<file path="config.mk">
export PLATFORM = sky130hd
export DESIGN_NAME = ee357_alu_result
export DESIGN_NICKNAME = d
export VERILOG_FILES = /design/src/rtl/ee357_alu_pkg.sv /design/src/rtl/ee357_result_fifo.sv /design/src/rtl/ee357_alu_result.sv
export SDC_FILE = /design/constraint.sdc
export NUM_CORES = 1
export LEC_CHECK = 0
export BUFFER_PORTS_ARGS = -buffer_cell sky130_fd_sc_hd__buf_2
export CAP_MARGIN = 5
export CORE_MARGIN = 4
export CORE_UTILIZATION = 55
export CTS_BUF_LIST = sky130_fd_sc_hd__clkbuf_4
export CTS_CLUSTER_SIZE = 20
export DETAILED_ROUTE_END_ITERATION = 6
export GPL_TIMING_DRIVEN = 0
export PLACE_DENSITY = 0.9
export SYNTH_ARGS = -nofsm -noshare
export SYNTH_HDL_FRONTEND = slang
export SYNTH_SLANG_ARGS = --single-unit
</file>
<file path="constraint.sdc">
create_clock -name clk -period 3.45 [get_ports clk]
set_input_delay 0.1725 -clock clk [delete_from_list [all_inputs] [get_ports clk]]
set_output_delay 0.1725 -clock clk [all_outputs]
set_load 0.03 [all_outputs]
</file>
<file path="src/rtl/ee357_alu_pkg.sv">
// ee357_alu_pkg: ALU func codes, flag bit indices and func helpers shared by the result path.
package ee357_alu_pkg;
  typedef enum logic [5:0] {
    FN_SLL = 6'b000000,
    FN_SRL = 6'b000010,
    FN_SRA = 6'b000011,
    FN_JR  = 6'b001000,
    FN_ADD = 6'b100000,
    FN_SUB = 6'b100010,
    FN_AND = 6'b100100,
    FN_OR  = 6'b100101,
    FN_XOR = 6'b100110,
    FN_NOR = 6'b100111,
    FN_SLT = 6'b101010
  } alu_func_e;
  localparam int UOV  = 3;
  localparam int SOV  = 2;
  localparam int ZERO = 1;
  localparam int COUT = 0;
  function automatic logic is_addsub(input logic [5:0] f);
    return f == FN_ADD || f == FN_SUB;
  endfunction
endpackage

</file>
<file path="src/rtl/ee357_result_fifo.sv">
// ee357_result_fifo: generic circular-buffer FIFO; readiness depends only on registered count.
module ee357_result_fifo #(
  parameter int W = 32,
  parameter int DEPTH = 2
) (
  input  logic         clk,
  input  logic         rst_n,
  input  logic         push,
  input  logic [W-1:0] push_data,
  output logic         in_ready,
  input  logic         out_ready,
  output logic         out_valid,
  output logic [W-1:0] out_data
);
  localparam int AW = $clog2(DEPTH);
  logic [W-1:0] mem [DEPTH];
  logic [AW-1:0] wr_ptr, rd_ptr;
  logic [AW:0] count;
  logic push_ok, pop;
  assign in_ready = count < (AW+1)'(DEPTH);
  assign out_valid = count != '0;
  assign out_data = out_valid ? mem[rd_ptr] : '0;
  assign push_ok = push && in_ready;
  assign pop = out_valid && out_ready;
  // pointers wrap naturally because DEPTH is a power of two
  always_ff @(posedge clk or negedge rst_n)
    if (!rst_n) begin
      wr_ptr <= '0;
      rd_ptr <= '0;
      count <= '0;
    end else begin
      wr_ptr <= wr_ptr + AW'(push_ok);
      rd_ptr <= rd_ptr + AW'(pop);
      count <= count + (AW+1)'(push_ok) - (AW+1)'(pop);
    end
  always_ff @(posedge clk)
    if (push_ok) mem[wr_ptr] <= push_data;
endmodule

</file>
<file path="src/rtl/ee357_alu_result.sv">
// ee357_alu_result: buffers ALU results for writeback, keeps sticky flags and, with OVF_TRAP_EN,
// drops ADD/SUB results with signed overflow and pulses ovf_trap instead.
module ee357_alu_result
  import ee357_alu_pkg::*;
#(
  parameter int DATA_W = 32,
  parameter int DEPTH = 2
) (
  input  logic              clk,
  input  logic              rst_n,
  input  logic              in_valid,
  output logic              in_ready,
  input  logic [DATA_W-1:0] in_res,
  input  logic [3:0]        in_flags,
  input  logic [5:0]        in_func,
  input  logic [4:0]        in_dest,
  output logic              out_valid,
  input  logic              out_ready,
  output logic [DATA_W-1:0] out_res,
  output logic [3:0]        out_flags,
  output logic [4:0]        out_dest,
  output logic [3:0]        sticky_flags,
  input  logic              flag_clr,
  output logic              ovf_trap,
  output logic [4:0]        trap_dest
);
  logic accept, trap;
  logic [3:0] acc_flags;
  assign accept = in_valid && in_ready;
  assign acc_flags = accept ? in_flags : 4'b0;
`ifdef OVF_TRAP_EN
  assign trap = accept && is_addsub(in_func) && in_flags[SOV];
  always_ff @(posedge clk or negedge rst_n)
    if (!rst_n) begin
      ovf_trap <= 1'b0;
      trap_dest <= '0;
    end else begin
      ovf_trap <= trap;
      trap_dest <= trap ? in_dest : trap_dest;
    end
`else
  logic unused_func;
  assign unused_func = ^in_func;
  assign trap = 1'b0;
  assign ovf_trap = 1'b0;
  assign trap_dest = '0;
`endif
  always_ff @(posedge clk or negedge rst_n)
    if (!rst_n) sticky_flags <= '0;
    else sticky_flags <= flag_clr ? acc_flags : sticky_flags | acc_flags;
  ee357_result_fifo #(.W(DATA_W + 9), .DEPTH(DEPTH)) u_fifo (
    .clk(clk),
    .rst_n(rst_n),
    .push(in_valid && !trap),
    .push_data({in_flags, in_dest, in_res}),
    .in_ready(in_ready),
    .out_ready(out_ready),
    .out_valid(out_valid),
    .out_data({out_flags, out_dest, out_res})
  );
endmodule

</file>
**After elaboration in Yosys (flattened, before gate mapping)**

Memories as Yosys holds them, arrays and structs flattened.
Cells that the tools add are included.

- $mul: 0
- $add $sub $neg: 4
- Shifts and indexed selects: 0
- $lt $le $gt $ge: 1
- Div/mod/pow operators: 0
- Equal/unequal tests: 0
- Bitwise gates (word level): 1
- Muxes and demuxes: 5
- Reduce and logical (&&, ||, !) cells: 3

Operator list:

| operator | number |
|---|---|
| $mux 41 | 1 |
| $mux 4 | 2 |
| $or 4x4->4 | 1 |
| $add 1x1->1 | 2 |
| $add 2x1->2 | 1 |
| $logic_and 1x1->1 | 2 |
| $lt 2x2->1 const B | 1 |
| $mux 1 | 2 |
| $reduce_bool 2->1 | 1 |
| $sub 2x1->2 | 1 |

- Memories kept: 1
- Flip-flop bits (word level): 8
- Word-level logic and storage cells: 19
- Bits of input ports: 52
- Bits in latches: 0
- Output and inout port bits: 53
- Bits in read-only memories: 0
- RAM bits: 82

Memories:

| name | depth | bits a word | rd ports | clocked after memory_dff | write ports | RTL line | text |
|---|---|---|---|---|---|---|---|
| u_fifo.mem | 2 | 41 | 1 | 0 | 1 | ee357_result_fifo.sv:16 | `logic [W-1:0] mem [DEPTH];` |

**Logic depth before layout (Yosys ltp)**

Gate-level depths: netlist of run 1.

- Depth in word-level cells: 5
- Mapped depth: 7
- Depth with buffers taken out: 7

**Modules after synthesis**

A second synthesis of run 1 with hierarchy kept.

- Cells, all modules: 219
- Area total of the unflattened synthesis: 3,518.4 um^2

By module, submodules not included:

| module | area each (um^2) | instances | sequential area each (um^2) | cells each |
|---|---|---|---|---|
| ee357_result_fifo | 3,314.4 | 1 | 2,562.5 | 196 |
| ee357_alu_result | 203.9 | 1 | 100.1 | 23 |

**Worst setup path after synthesis of run 1**

No wires, ideal clock.

- Path type: reg2reg
- From: reg u_fifo.count[1]
- To: mem u_fifo.mem[1][0] (netlist name) (enable)
- Cell stages (with the launch flop): 3
- Setup time: 0.403 ns
- Data required time: 3.047 ns
- Setup slack: 1.194 ns
- Clock period less this slack: 2.256 ns
- Arrival: 1.854 ns
- Path buffers: 0
- Cells stage by stage: dfrtp_1 nor2b_1 ha_1

- Longest elaborated chain between the ends: 4

RTL lines:

| element | RTL line | text |
|---|---|---|
| from (decl) | ee357_result_fifo.sv:18 | `logic [AW:0] count;` |
| from (signal assigned) | ee357_result_fifo.sv:34 | `count <= count + (AW+1)'(push_ok) - (AW+1)'(pop);` |
| $lt 2x2->1 | ee357_result_fifo.sv:20 | `assign in_ready = count < (AW+1)'(DEPTH);` |
| $logic_and 1x1->1 | ee357_result_fifo.sv:23 | `assign push_ok = push && in_ready;` |
| $mux 1 | ee357_result_fifo.sv:37 | `if (push_ok) mem[wr_ptr] <= push_data;` |
| $mux 1 (not written as such) | ee357_result_fifo.sv:37 |  |
| to (decl) | ee357_result_fifo.sv:16 |  |

Every way passes these cells.

**Final worst setup path of run 1**

- From: reg u_fifo.count[1]
- To: mem u_fifo.mem[1][21] (netlist name) (enable)

The elaborated chain is that of the path after synthesis.

==> results.md, run 1 <==
- Number of sinks handled by clock tree synthesis: 90
- Worst-skew pair later-pin latency: 0.42 ns
- Fin Clk Skew: 0.00892 ns
- Most used flip-flop cell after synthesis: sky130_fd_sc_hd__edfxtp_1
- Initial antenna violation count: 0
- Port-buffer cells: 92
- Fraction of power spent switching nets: 0.425
- Power share of the sequential group: 0.389
- Setup CP Type: reg -> reg
- Minimum hold slack: about 0.088 ns
- Count of endpoints failing hold in the final timing report: 0
- Slew @ Worst Pin: about 0.55 ns
- Async set or reset register ratio after synthesis: 0.0889
- Arrival time at the worst endpoint: 2.14 ns
- Top cells by area, synth: sky130_fd_sc_hd__edfxtp_1 70%, sky130_fd_sc_hd__mux2i_1 12%, sky130_fd_sc_hd__dfrtp_1 5.7%, sky130_fd_sc_hd__nor2_1 4.4%, sky130_fd_sc_hd__buf_4 2.1%
- Vias per cell: 4.97
- Share of post-route cells with drive strength above 1: 0.344
- Number of global-route vias before repair: 2395
- Standby leakage power: 2.02 nW
- Area delta synth->final: 32.1%
- Tcrit/Tclk final: 0.585
- Clock tree from TritonCTS: done
- Detailed Place HPWL: 4.41 mm
- Most frequently used cell type in the post-synthesis netlist: sky130_fd_sc_hd__edfxtp_1
- Crit path from: u_fifo.count[1]
- Pwr dens: 826 nW/um2
- Setup repair after global routing missed its margin: false
- Critical Path Fanout Max: 30
- Number of warning messages in the yosys log: 0
- Overflow after GRT: 0
- Cell type with the largest total area after synthesis: sky130_fd_sc_hd__edfxtp_1
- DRT Wirelength: 7.12 mm
- Total number of vias: 2192
- Critical path endpoint category: flop
- Length of the first detailed-routing pass in iterations: 4
- Worst min path class: in -> reg
- Post-synth design cell area: between 3000 and 4000 um2
- Syn Inst Count: between 200 and 250
- Buffer levels on the longest clock path: 2
- Total negative setup slack: 0 ns
- F_max: 495 MHz
- I/O pins: 105
- Final critical path time including I/O delays and setup: 2.02 ns
- Hold Buf Count CTS: 42
- Remaining DRCs: 0
- Final setup violation count: 0
- Number of buffers inserted to repair setup after CTS: 0
- Data required, critical path: 3.57 ns
- Number of max-cap violations: 0
- Remaining number of nets flagged by the antenna check after routing: 0
- Worst ir drop on vdd: 708 uV
- Pin count of the biggest net entering global routing: 31
- Crit path launch type: flop
- Global-route wire length before repair: 11.2 mm
- Worst relative slew slack: 0.632
- Run status: complete, no violations
- Routed wirelength normalized by instance count: between 15 and 20 um
- Placement Cell Area: 4150 um2
- PnR Total Power: 3.86 mW
- Count of standard-cell rows: 28
- Source of the worst register-to-register timing path: u_fifo.count[1]
- Initial DRC Count: 71
- Internal portion of total power: 2.22 mW
- Vert. Die Dim: 88.2 um
- Net load switching power: 1.64 mW
- Placer congestion estimate: 0.779
- Proportion of power drawn by combinational gates: 0.492
- Core Box Area: 6100 um2
- Filler cells: between 300 and 400
- Cts bufs inserted: 9
- Share of Yosys cell area claimed by the top area cell type: 0.696
- PostCTS Resize Cnt: 0
- Number of enable flip-flop cells after synthesis: ~80
- Total Die Area: 7780 um2
- Post-synthesis area per instance: 16.8 um2
- Final non-filler cell area: roughly 4700 um2
- Top cells by count, synth: 82 x sky130_fd_sc_hd__edfxtp_1, 41 x sky130_fd_sc_hd__mux2i_1, 41 x sky130_fd_sc_hd__nor2_1, 10 x sky130_fd_sc_hd__buf_4, 8 x sky130_fd_sc_hd__dfrtp_1
- Final Max Slew Viols: 0
- Number of register bits inferred by synthesis: 90
- Initial standard-cell utilization of the core: 0.580
- Hold Path Origin: out_ready
- Clock network power share: 0.119
- Sequential share of the synthesized area: 0.753
- GRT Total Usage: 0.197
- Final Net Count: 418
- Clk root buf: sky130_fd_sc_hd__clkbuf_4
- Antenna cells: 0
- Number of different library cells in the post-synthesis netlist: 16
- Clock slew at the register clock pins of the worst setup and hold paths: 0.12 ns
- DIE WIDTH: ~88 um
- Total number of H-tree levels: 3
-- cells by family after synthesis --
family                   Yosys count  synth area share
AO/OA/AOI/OAI                      5            0.0113
multiplexers                      41             0.116
flip-flops                        90             0.753
other                              1           0.00106
buffers and inverters             23            0.0499
adder cells (fa/ha/maj)            4            0.0142
AND/OR/NAND/NOR                   43            0.0471
XOR/XNOR                           3           0.00743
-- power groups by stage --
stage / combinational [mW] / sequential, mW / clock (mW)
floorplan: 1.34 / 1.54 / 0
global placement: 1.80 / 1.52 / 0
detailed placement: 1.86 / 1.52 / 0
CTS: 1.91 / 1.50 / 0.468
global route: 2.03 / 1.52 / 0.522
finish: 1.90 / 1.50 / 0.460
-- final cells by class --
| cell class | instances | area, um2 | share of cell area |
|---|---|---|---|
| buffer | 15 | 146 | 0.0313 |
| clock buffer | 10 | 75.1 | 0.0161 |
| clock inverter | 5 | 22.5 | 0.00482 |
| inverter | 8 | 30.0 | 0.00643 |
| multi-input combinational | 102 | 721 | 0.154 |
| sequential | 90 | 2660 | 0.570 |
| tap | 75 | 93.8 | 0.0201 |
| timing repair buffer | 136 | 921 | 0.197 |
-- layer usage --
layer,global-route usage,vias to the layer above,part of all wire
met1,0.204,1045,0.36
met5,0,-,0
met3,0.0621,15,0.077
met4,0.0701,0,0.017
li1,-,1050,-
met2,0.371,82,0.55
-- cells in the final DEF (no fill, tap or decap), drive strengths merged --
cell type / count
nor2b: 1
mux2i: 41
edfxtp: 82
inv: 8
clkinv: 5
conb: 6
dfrtp: 8
clkbuf: 10
ha: 4
buf: 109
xnor2: 3
dlygate4sd3: 42
o21ai: 1
a22o: 4
nor2: 42
-- critical path, stage by stage (launching register included) --
cell	delay [ns]
sky130_fd_sc_hd__dfrtp_1	0.46
sky130_fd_sc_hd__nor2b_1	0.47
sky130_fd_sc_hd__ha_2	0.52
sky130_fd_sc_hd__buf_12	0.26
-- worst paths after layout --
| kind | end | slack (ns) | cells after the start |
|---|---|---|---|
| setup / recovery | u_fifo.mem[1][21] | 1.43 | 3 |
| hold / removal | u_fifo.rd_ptr | 0.09 | 3 |
| setup reg to reg | u_fifo.mem[1][21] | 1.43 | 3 |
| hold reg to reg | sticky_flags[1] | 0.53 | 1 |
| max in group asynchronous | u_fifo.rd_ptr | 3.17 | 2 |
| min in group asynchronous | u_fifo.count[0] | 0.11 | 2 |
-- stage by stage --
step                setup slack, ns  utilization  cells
floorplan                      1.19            -    215
global placement              0.610        0.674    382
detailed placement             1.44        0.681    384
CTS                            1.43        0.766    441
global route                   1.25        0.766    441
finish                         1.43        0.766    441
-- registers in the layout (all words and copies together) (netlist names) --
register	flops
u_fifo.wr_ptr	1
u_fifo.mem	82
sticky_flags	4
u_fifo.count	2
u_fifo.rd_ptr	1
Note: power is estimated with default switching activity, not from simulation.
==> inputs of run 2 (changes only) <==
ABC_AREA = 1   (was default)
CORE_UTILIZATION = 49   (was 55)
PLACE_DENSITY = 0.85   (was 0.9)
clock period = 1.8 ns   (was 3.45 ns; I/O delays follow)
==> run 2 against run 1 <==
First-iteration DRC count fell by 18%. Critical path type is now reg -> out. Critical path depth up 3. Hold slack lost 0.0056 ns. Routed wire length up 10%.
==> results.md, run 2 <==
- Source of the worst register-to-register timing path: u_fifo.count[1] (unchanged)
- Buffer levels on the longest clock path: 2 (unchanged)
- Antenna cells: 0 (unchanged)
- I/O pins: 105 (unchanged)
- Share of post-route cells with drive strength above 1: 0.406 (was 0.344)
- Area delta synth->final: 35.4% (was 32.1%)
- Standby leakage power: 2.06 nW (was 2.02 nW)
- Setup slack of the most critical reg-to-reg path: 0.15 ns (was 1.43 ns)
- Total number of H-tree levels: 3 (unchanged)
- Reg-to-Reg End: u_fifo.mem[0][19] (was u_fifo.mem[1][21])
- Number of warning messages in the yosys log: 0 (unchanged)
- Pwr dens: 1660 nW/um2 (was 826 nW/um2)
- Most frequently used cell type in the post-synthesis netlist: sky130_fd_sc_hd__nand2_1 (was sky130_fd_sc_hd__edfxtp_1)
- Crit path from: u_fifo.rd_ptr (was u_fifo.count[1])
- Most used flip-flop cell after synthesis: sky130_fd_sc_hd__edfxtp_1 (unchanged)
- Cell type of the slowest stage on the worst timing path: sky130_fd_sc_hd__dfrtp_1 (was sky130_fd_sc_hd__ha_2)
- Final critical path time including I/O delays and setup: 1.73 ns
- Initial antenna violation count: 0 (unchanged)
- Worst min path class: in -> reg (unchanged)
- Remaining number of nets flagged by the antenna check after routing: 0 (unchanged)
- Worst ir drop on vdd: 993 uV (was 708 uV)
- Vias per cell: 4.74 (was 4.97)
- Share of Yosys cell area claimed by the top area cell type: 0.660 (was 0.696)
- Global-route wire length before repair: 12.0 mm (was 11.2 mm)
- CP cell instances: buf_6 -> inv_4 -> buf_4 -> nand2_1 -> a21oi_2 -> clkbuf_4 (was nor2b_1 -> ha_2 -> buf_12)
- Critical path endpoint category: output port (was flop)
- Delay of the slowest cell on the worst path: 0.40 ns (was 0.52 ns)
- Flip-flop count of the largest register after layout: 82 (unchanged)
- Worst-skew pair later-pin latency: 0.42 ns (about the same)
- Remaining DRCs: 0 (unchanged)
- Minimum hold slack: 0.0826 ns (was 0.0882 ns)
- Final setup violation count: 0 (unchanged)
- Final Net Count: 484 (was 418)
- Number of global-route vias before repair: 2610 (was 2395)
- Met1 Track Usage GR: 0.194 (was 0.204)
- Number of different library cells in the post-synthesis netlist: 18 (was 16)
- Worst-case reg-to-reg path depth: 3 (unchanged)
- Clk root buf: sky130_fd_sc_hd__clkbuf_4 (unchanged)
- Syn Inst Count: 272 (was 210)
- Port-buffer cells: 92 (unchanged)
- Tcrit/Tclk final: 0.959
- Crit path launch type: flop (unchanged)
- Post-synthesis area per instance: 13.7 um2 (was 16.8 um2)
- Largest registers in the final layout: u_fifo.mem (82), sticky_flags (4), u_fifo.count (2) (unchanged)
- Sequential share of the synthesized area: 0.714 (was 0.753)
- Filler cells: 489 (was 395)
- Total number of vias: 2521 (was 2192)
- Setup CP Type: reg -> out (was reg -> reg)
- Routed wirelength normalized by instance count: 14.8 um (was 16.1 um)
- Detailed Place HPWL: 4.89 mm (was 4.41 mm)
- Overflow after GRT: 0 (unchanged)
- Setup repair after global routing missed its margin: true (was false)
- Fin util: 0.689 (was 0.766)
- Final Max Slew Viols: 0 (unchanged)
- Global routing met2 resource utilization: 0.341 (was 0.371)
- Clock tree from TritonCTS: done (unchanged)
- GR peak layer: met2 (unchanged)
- Placer congestion estimate: 0.724 (was 0.779)
- Count of endpoints failing hold in the final timing report: 0 (unchanged)
- Number of enable flip-flop cells after synthesis: 82 (unchanged)
- Met3 capacity usage during global routing: 0.0363 (was 0.0621)
- Critical Path Fanout Max: 10 (was 30)
- Count of standard-cell rows: 31 (was 28)
- Post-synth design cell area: 3730 um2 (was 3540 um2)
- Number of register bits inferred by synthesis: 90 (unchanged)
- Pin count of the biggest net entering global routing: 24 (was 31)
- Largest reg by FF count: u_fifo.mem (unchanged)
- Arrival time at the worst endpoint: 1.64 ns (was 2.14 ns)
- F_max: 580 MHz
- PnR Total Power: 8.38 mW (was 3.86 mW)
- Commonest non-fill, non-tap cells in the layout: 94 x sky130_fd_sc_hd__nand2_1, 82 x sky130_fd_sc_hd__edfxtp_1, 70 x sky130_fd_sc_hd__buf_2 (was 92 x sky130_fd_sc_hd__buf_2, 82 x sky130_fd_sc_hd__edfxtp_1, 42 x sky130_fd_sc_hd__dlygate4sd3_1)
- Cell type with the largest total area after synthesis: sky130_fd_sc_hd__edfxtp_1 (unchanged)
- Run status: complete, no violations (unchanged)
- Number of max-cap violations: 0 (unchanged)
- CP Capture Point: out_dest[1] (was u_fifo.mem[1][21])
- Data required, critical path: 1.71 ns (was 3.57 ns)
- Fin Clk Skew: 0.0196 ns (was 0.00892 ns)
- Top cells by count, synth: 94 x sky130_fd_sc_hd__nand2_1, 82 x sky130_fd_sc_hd__edfxtp_1, 40 x sky130_fd_sc_hd__a21oi_2, 14 x sky130_fd_sc_hd__buf_4, 12 x sky130_fd_sc_hd__inv_1 (was 82 x sky130_fd_sc_hd__edfxtp_1, 41 x sky130_fd_sc_hd__mux2i_1, 41 x sky130_fd_sc_hd__nor2_1, 10 x sky130_fd_sc_hd__buf_4, 8 x sky130_fd_sc_hd__dfrtp_1)
- Length of the first detailed-routing pass in iterations: 4 (unchanged)
- Hold Path Origin: in_valid (was out_ready)
- Number of sinks handled by clock tree synthesis: 90 (unchanged)
- Most common library cell in the layout ignoring fill and taps: sky130_fd_sc_hd__nand2_1 (was sky130_fd_sc_hd__buf_2)
- Cts bufs inserted: 9 (unchanged)
- DRT Wirelength: 7.85 mm (was 7.12 mm)
- Top cells by area, synth: sky130_fd_sc_hd__edfxtp_1 66%, sky130_fd_sc_hd__nand2_1 9.5%, sky130_fd_sc_hd__a21oi_2 9.4%, sky130_fd_sc_hd__dfrtp_1 5.4%, sky130_fd_sc_hd__buf_4 2.8% (was sky130_fd_sc_hd__edfxtp_1 70%, sky130_fd_sc_hd__mux2i_1 12%, sky130_fd_sc_hd__dfrtp_1 5.7%, sky130_fd_sc_hd__nor2_1 4.4%, sky130_fd_sc_hd__buf_4 2.1%)
- GRT Total Usage: 0.180 (was 0.197)
- Total Die Area: 9070 um2 (was 7780 um2)
- Clock slew at the register clock pins of the worst setup and hold paths: 0.14 ns (was 0.12 ns)
- Core Box Area: 7330 um2 (was 6100 um2)
- DIE WIDTH: 95.2 um (was 88.2 um)
- Async set or reset register ratio after synthesis: 0.0889 (unchanged)
- Initial DRC Count: 58 (was 71)
- Initial standard-cell utilization of the core: 0.509 (was 0.580)
- Vert. Die Dim: 95.2 um (was 88.2 um)
-- run 2: what timing repair did --
item                                   CTS  global route
endpoints found under the hold margin   95             0
resized for setup                        3            32
setup buffers                            0             0
hold buffers                            46             0
pin swaps                                0             0
setup endpoints to repair               82            69
-- run 2: worst max-delay path, delay by kind of cell, from the launching register on --
| family | cells | cell delay (ns) |
|---|---|---|
| AO/OA/AOI/OAI | 1 | 0.14 |
| buffers and inverters | 4 | 0.59 |
| flip-flops | 1 | 0.40 |
| AND/OR/NAND/NOR | 1 | 0.08 |
-- run 2: metrics by stage --
step / setup WS, ns / setup TNS, ns / std cells / cell area, um2
floorplan: -0.395 / -32.41 / 277 / 3750
finish: 0.0746 / 0 / 532 / 5050
global placement: -0.996 / -81.52 / 468 / 4330
detailed placement: -0.208 / -9.81 / 470 / 4390
global route: -0.0336 / -0.155 / 532 / 5050
CTS: 0.0190 / 0 / 532 / 4990
-- run 2: worst min path at each step --
stage                            endpoint  slack [ns]  depth (start not counted)
after floorplan           sticky_flags[0]       -0.21                          0
after global placement      u_fifo.wr_ptr       -0.06                          1
after detailed placement    u_fifo.wr_ptr       -0.05                          1
after CTS                 sticky_flags[3]        0.04                          5
after global routing      sticky_flags[3]        0.11                          5
final                     sticky_flags[2]        0.08                          5
-- run 2: cells by family after synthesis --
logic type / share of synthesized area
simple gates: 0.101
fa+ha+maj: 0.0134
other cells: 0.00101
compound gates: 0.101
flops: 0.714
buf+inv: 0.0698
-- run 2: area by class of cell --
cell class	count	area, um2	area share
clock buffers	9	67.6	0.0134
well taps	99	124	0.0245
multi-input cells	153	858	0.170
plain buffers	19	196	0.0389
inverters	15	63.8	0.0126
flip-flops and latches	90	2660	0.527
repair buffers	140	1030	0.204
clock inverters	7	45.0	0.00892
-- run 2: power breakdown --
group	internal, mW	total (mW)	switching [mW]
Sequential	2.77	2.90	0.130
Combinational	1.58	4.55	2.97
Clock	0.282	0.934	0.653
Total	4.63	8.38	3.75
-- run 2: layer usage --
metal	part of all wire	vias to the layer above
met3	0.058	10
met5	0	-
li1	-	1232
met2	0.55	86
met1	0.37	1193
met4	0.013	0
==> inputs of run 3 (changes only) <==
CORE_UTILIZATION = 40   (was 49)
PLACE_DENSITY = 0.72   (was 0.85)
==> run 3 against run 2 <==
Sequential power is essentially flat. Clock skew shrank 0.0052 ns. Cell count grew 1.9%. Global-route usage shrank 3.0 points. Fmax grew 2.0%. Critical path type unchanged. Combinational power shrank 0.9%. Critical path depth is the same. Register-to-register slack gained 0.04 ns. Via count shrank 1.3%.
==> results.md, run 3 (synthesis results as in run 2) <==
- Largest reg by FF count: u_fifo.mem (unchanged)
- Core Box Area: 8890 um2 (was 7330 um2)
- Arrival time at the worst endpoint: 1.60 ns (was 1.64 ns)
- Total Die Area: 10900 um2 (was 9070 um2)
- Final non-filler cell area: 5080 um2 (was 5050 um2)
- Filler cells: 739 (was 489)
- Routed wirelength normalized by instance count: 14.4 um (was 14.8 um)
- Total number of H-tree levels: 3 (unchanged)
- Area of all sequential standard cells: 2660 um2 (unchanged)
- Clock tree from TritonCTS: done (unchanged)
- Buffer levels on the longest clock path: 2 (unchanged)
- Fin Clk Skew: 0.0144 ns (was 0.0196 ns)
- Remaining DRCs: 0 (unchanged)
- Post-Place Worst Slack: -0.267 ns (was -0.208 ns)
- Final setup violation count: 0 (unchanged)
- Largest registers in the final layout: u_fifo.mem (82), sticky_flags (4), u_fifo.count (2) (unchanged)
- Remaining number of nets flagged by the antenna check after routing: 0 (unchanged)
- Area delta synth->final: 36.3% (was 35.4%)
- Port-buffer cells: 92 (unchanged)
- Final Net Count: 485 (was 484)
- Count of standard-cell rows: 34 (was 31)
- Run status: complete, no violations (unchanged)
- Cts bufs inserted: 9 (unchanged)
- Total number of vias: 2488 (was 2521)
- Pwr dens: 1670 nW/um2 (was 1660 nW/um2)
- Flip-flop count of the largest register after layout: 82 (unchanged)
- Detailed Place HPWL: 4.94 mm (was 4.89 mm)
- Placer congestion estimate: 0.676 (was 0.724)
- Antenna cells: 0 (unchanged)
- Standby leakage power: 2.08 nW (was 2.06 nW)
- Count of endpoints failing hold in the final timing report: 0 (unchanged)
- Vias per cell: 4.59 (was 4.74)
- Overflow after GRT: 0 (unchanged)
- Length of the first detailed-routing pass in iterations: 4 (unchanged)
- Worst ir drop on vdd: 893 uV (was 993 uV)
- Final Max Slew Viols: 0 (unchanged)
- DIE WIDTH: 105 um (was 95.2 um)
- Clk root buf: sky130_fd_sc_hd__clkbuf_4 (unchanged)
- Critical path endpoint category: output port (unchanged)
- Placement Cell Area: 4400 um2 (was 4390 um2)
- Worst Slack Setup Final: 0.109 ns (was 0.0746 ns)
- Minimum hold slack: 0.109 ns (was 0.0826 ns)
- Initial antenna violation count: 0 (unchanged)
- Tcrit/Tclk final: 0.939 (was 0.959)
- I/O pins: 105 (unchanged)
- Initial DRC Count: 62 (was 58)
- Worst-skew pair later-pin latency: 0.42 ns (about the same)
- F_max: 591 MHz (was 580 MHz)
- Number of global-route vias before repair: 2715 (was 2610)
- Vert. Die Dim: 105 um (was 95.2 um)
- Crit path launch type: flop (unchanged)
- Worst min path class: in -> reg (unchanged)
- Finished Layout Cells: 542 (was 532)
- Cell count after placement: 479 (was 470)
- Number of max-cap violations: 0 (unchanged)
- Critical Path Fanout Max: 10 (unchanged)
- Most common library cell in the layout ignoring fill and taps: sky130_fd_sc_hd__nand2_1 (unchanged)
- Clock slew at the register clock pins of the worst setup and hold paths: 0.14 ns (about the same)
- DRT Wirelength: 7.78 mm (was 7.85 mm)
- PnR Total Power: 8.48 mW (was 8.38 mW)
- Commonest non-fill, non-tap cells in the layout: 94 x sky130_fd_sc_hd__nand2_1, 82 x sky130_fd_sc_hd__edfxtp_1, 79 x sky130_fd_sc_hd__buf_2 (was 94 x sky130_fd_sc_hd__nand2_1, 82 x sky130_fd_sc_hd__edfxtp_1, 70 x sky130_fd_sc_hd__buf_2)
- Setup CP Type: reg -> out (unchanged)
- Number of sinks handled by clock tree synthesis: 90 (unchanged)
- Initial standard-cell utilization of the core: 0.420 (was 0.509)
- Final critical path time including I/O delays and setup: 1.69 ns (was 1.73 ns)
- Global-route wire length before repair: 12.9 mm (was 12.0 mm)
- Footprint of the multi-input gates: 858 um2 (unchanged)
- Share of post-route cells with drive strength above 1: 0.406 (about the same)
- GRT Total Usage: 0.149 (was 0.180)
- Pin count of the biggest net entering global routing: 26 (was 24)
- Data required, critical path: 1.71 ns (about the same)
[run 3: cell type report]
cell class	count	area share
multi-input cells	153	0.169
plain buffers	19	0.0416
flip-flops and latches	90	0.524
clock buffers	9	0.0133
repair buffers	141	0.200
well taps	108	0.0266
clock inverters	7	0.0135
inverters	15	0.0126
[run 3: worst paths after layout]
kind	from	end	slack [ns]	cells past startpoint
max	u_fifo.count[1]	out_res[30]	0.11	6
min	in_valid	sticky_flags[0]	0.11	5
max reg2reg	u_fifo.count[1]	u_fifo.mem[0][11]	0.19	3
min reg2reg	sticky_flags[0]	sticky_flags[0]	0.53	2
max in group asynchronous	rst_n	u_fifo.count[1]	0.90	3
min in group asynchronous	rst_n	sticky_flags[2]	0.63	3
[run 3: timing repair]
item | CTS | global route
hold endpoints to repair | 95 | 0
hold buffers | 46 | 0
gates resized for setup | 4 | 24
pin swaps | 0 | 1
endpoints found under the setup margin | 83 | 57
buffers inserted | 0 | 1
[run 3: layer usage]
layer / track usage / vias up / share of wire
li1: - / 1231 / -
met2: 0.279 / 93 / 0.54
met5: 0 / - / 0
met1: 0.163 / 1153 / 0.38
met4: 0.0579 / 0 / 0.017
met3: 0.0370 / 11 / 0.060
[run 3: report_power, final]
part / switching [mW] / internal [mW] / leakage [nW] / total [mW]
registers: 0.126 / 2.77 / 0.855 / 2.90
clock network: 0.649 / 0.422 / 0.0737 / 1.07
logic: 2.95 / 1.57 / 1.15 / 4.51
total: 3.72 / 4.76 / 2.08 / 8.48
[run 3: stage by stage]
| stage | util | TNS, ns |
|---|---|---|
| finish | 0.572 | 0 |
| global route | 0.572 | -0.00142 |
| CTS | 0.564 | 0 |
| detailed placement | 0.495 | -13.27 |
| global placement | 0.489 | -83.50 |
| floorplan | - | -32.41 |
[run 3: worst max-delay path: stages, from the launching register on]
cell	delay, ns
sky130_fd_sc_hd__dfrtp_1	0.47
sky130_fd_sc_hd__inv_2	0.09
sky130_fd_sc_hd__nand2_4	0.10
sky130_fd_sc_hd__inv_6	0.06
sky130_fd_sc_hd__buf_12	0.15
sky130_fd_sc_hd__a21oi_2	0.11
sky130_fd_sc_hd__buf_2	0.21
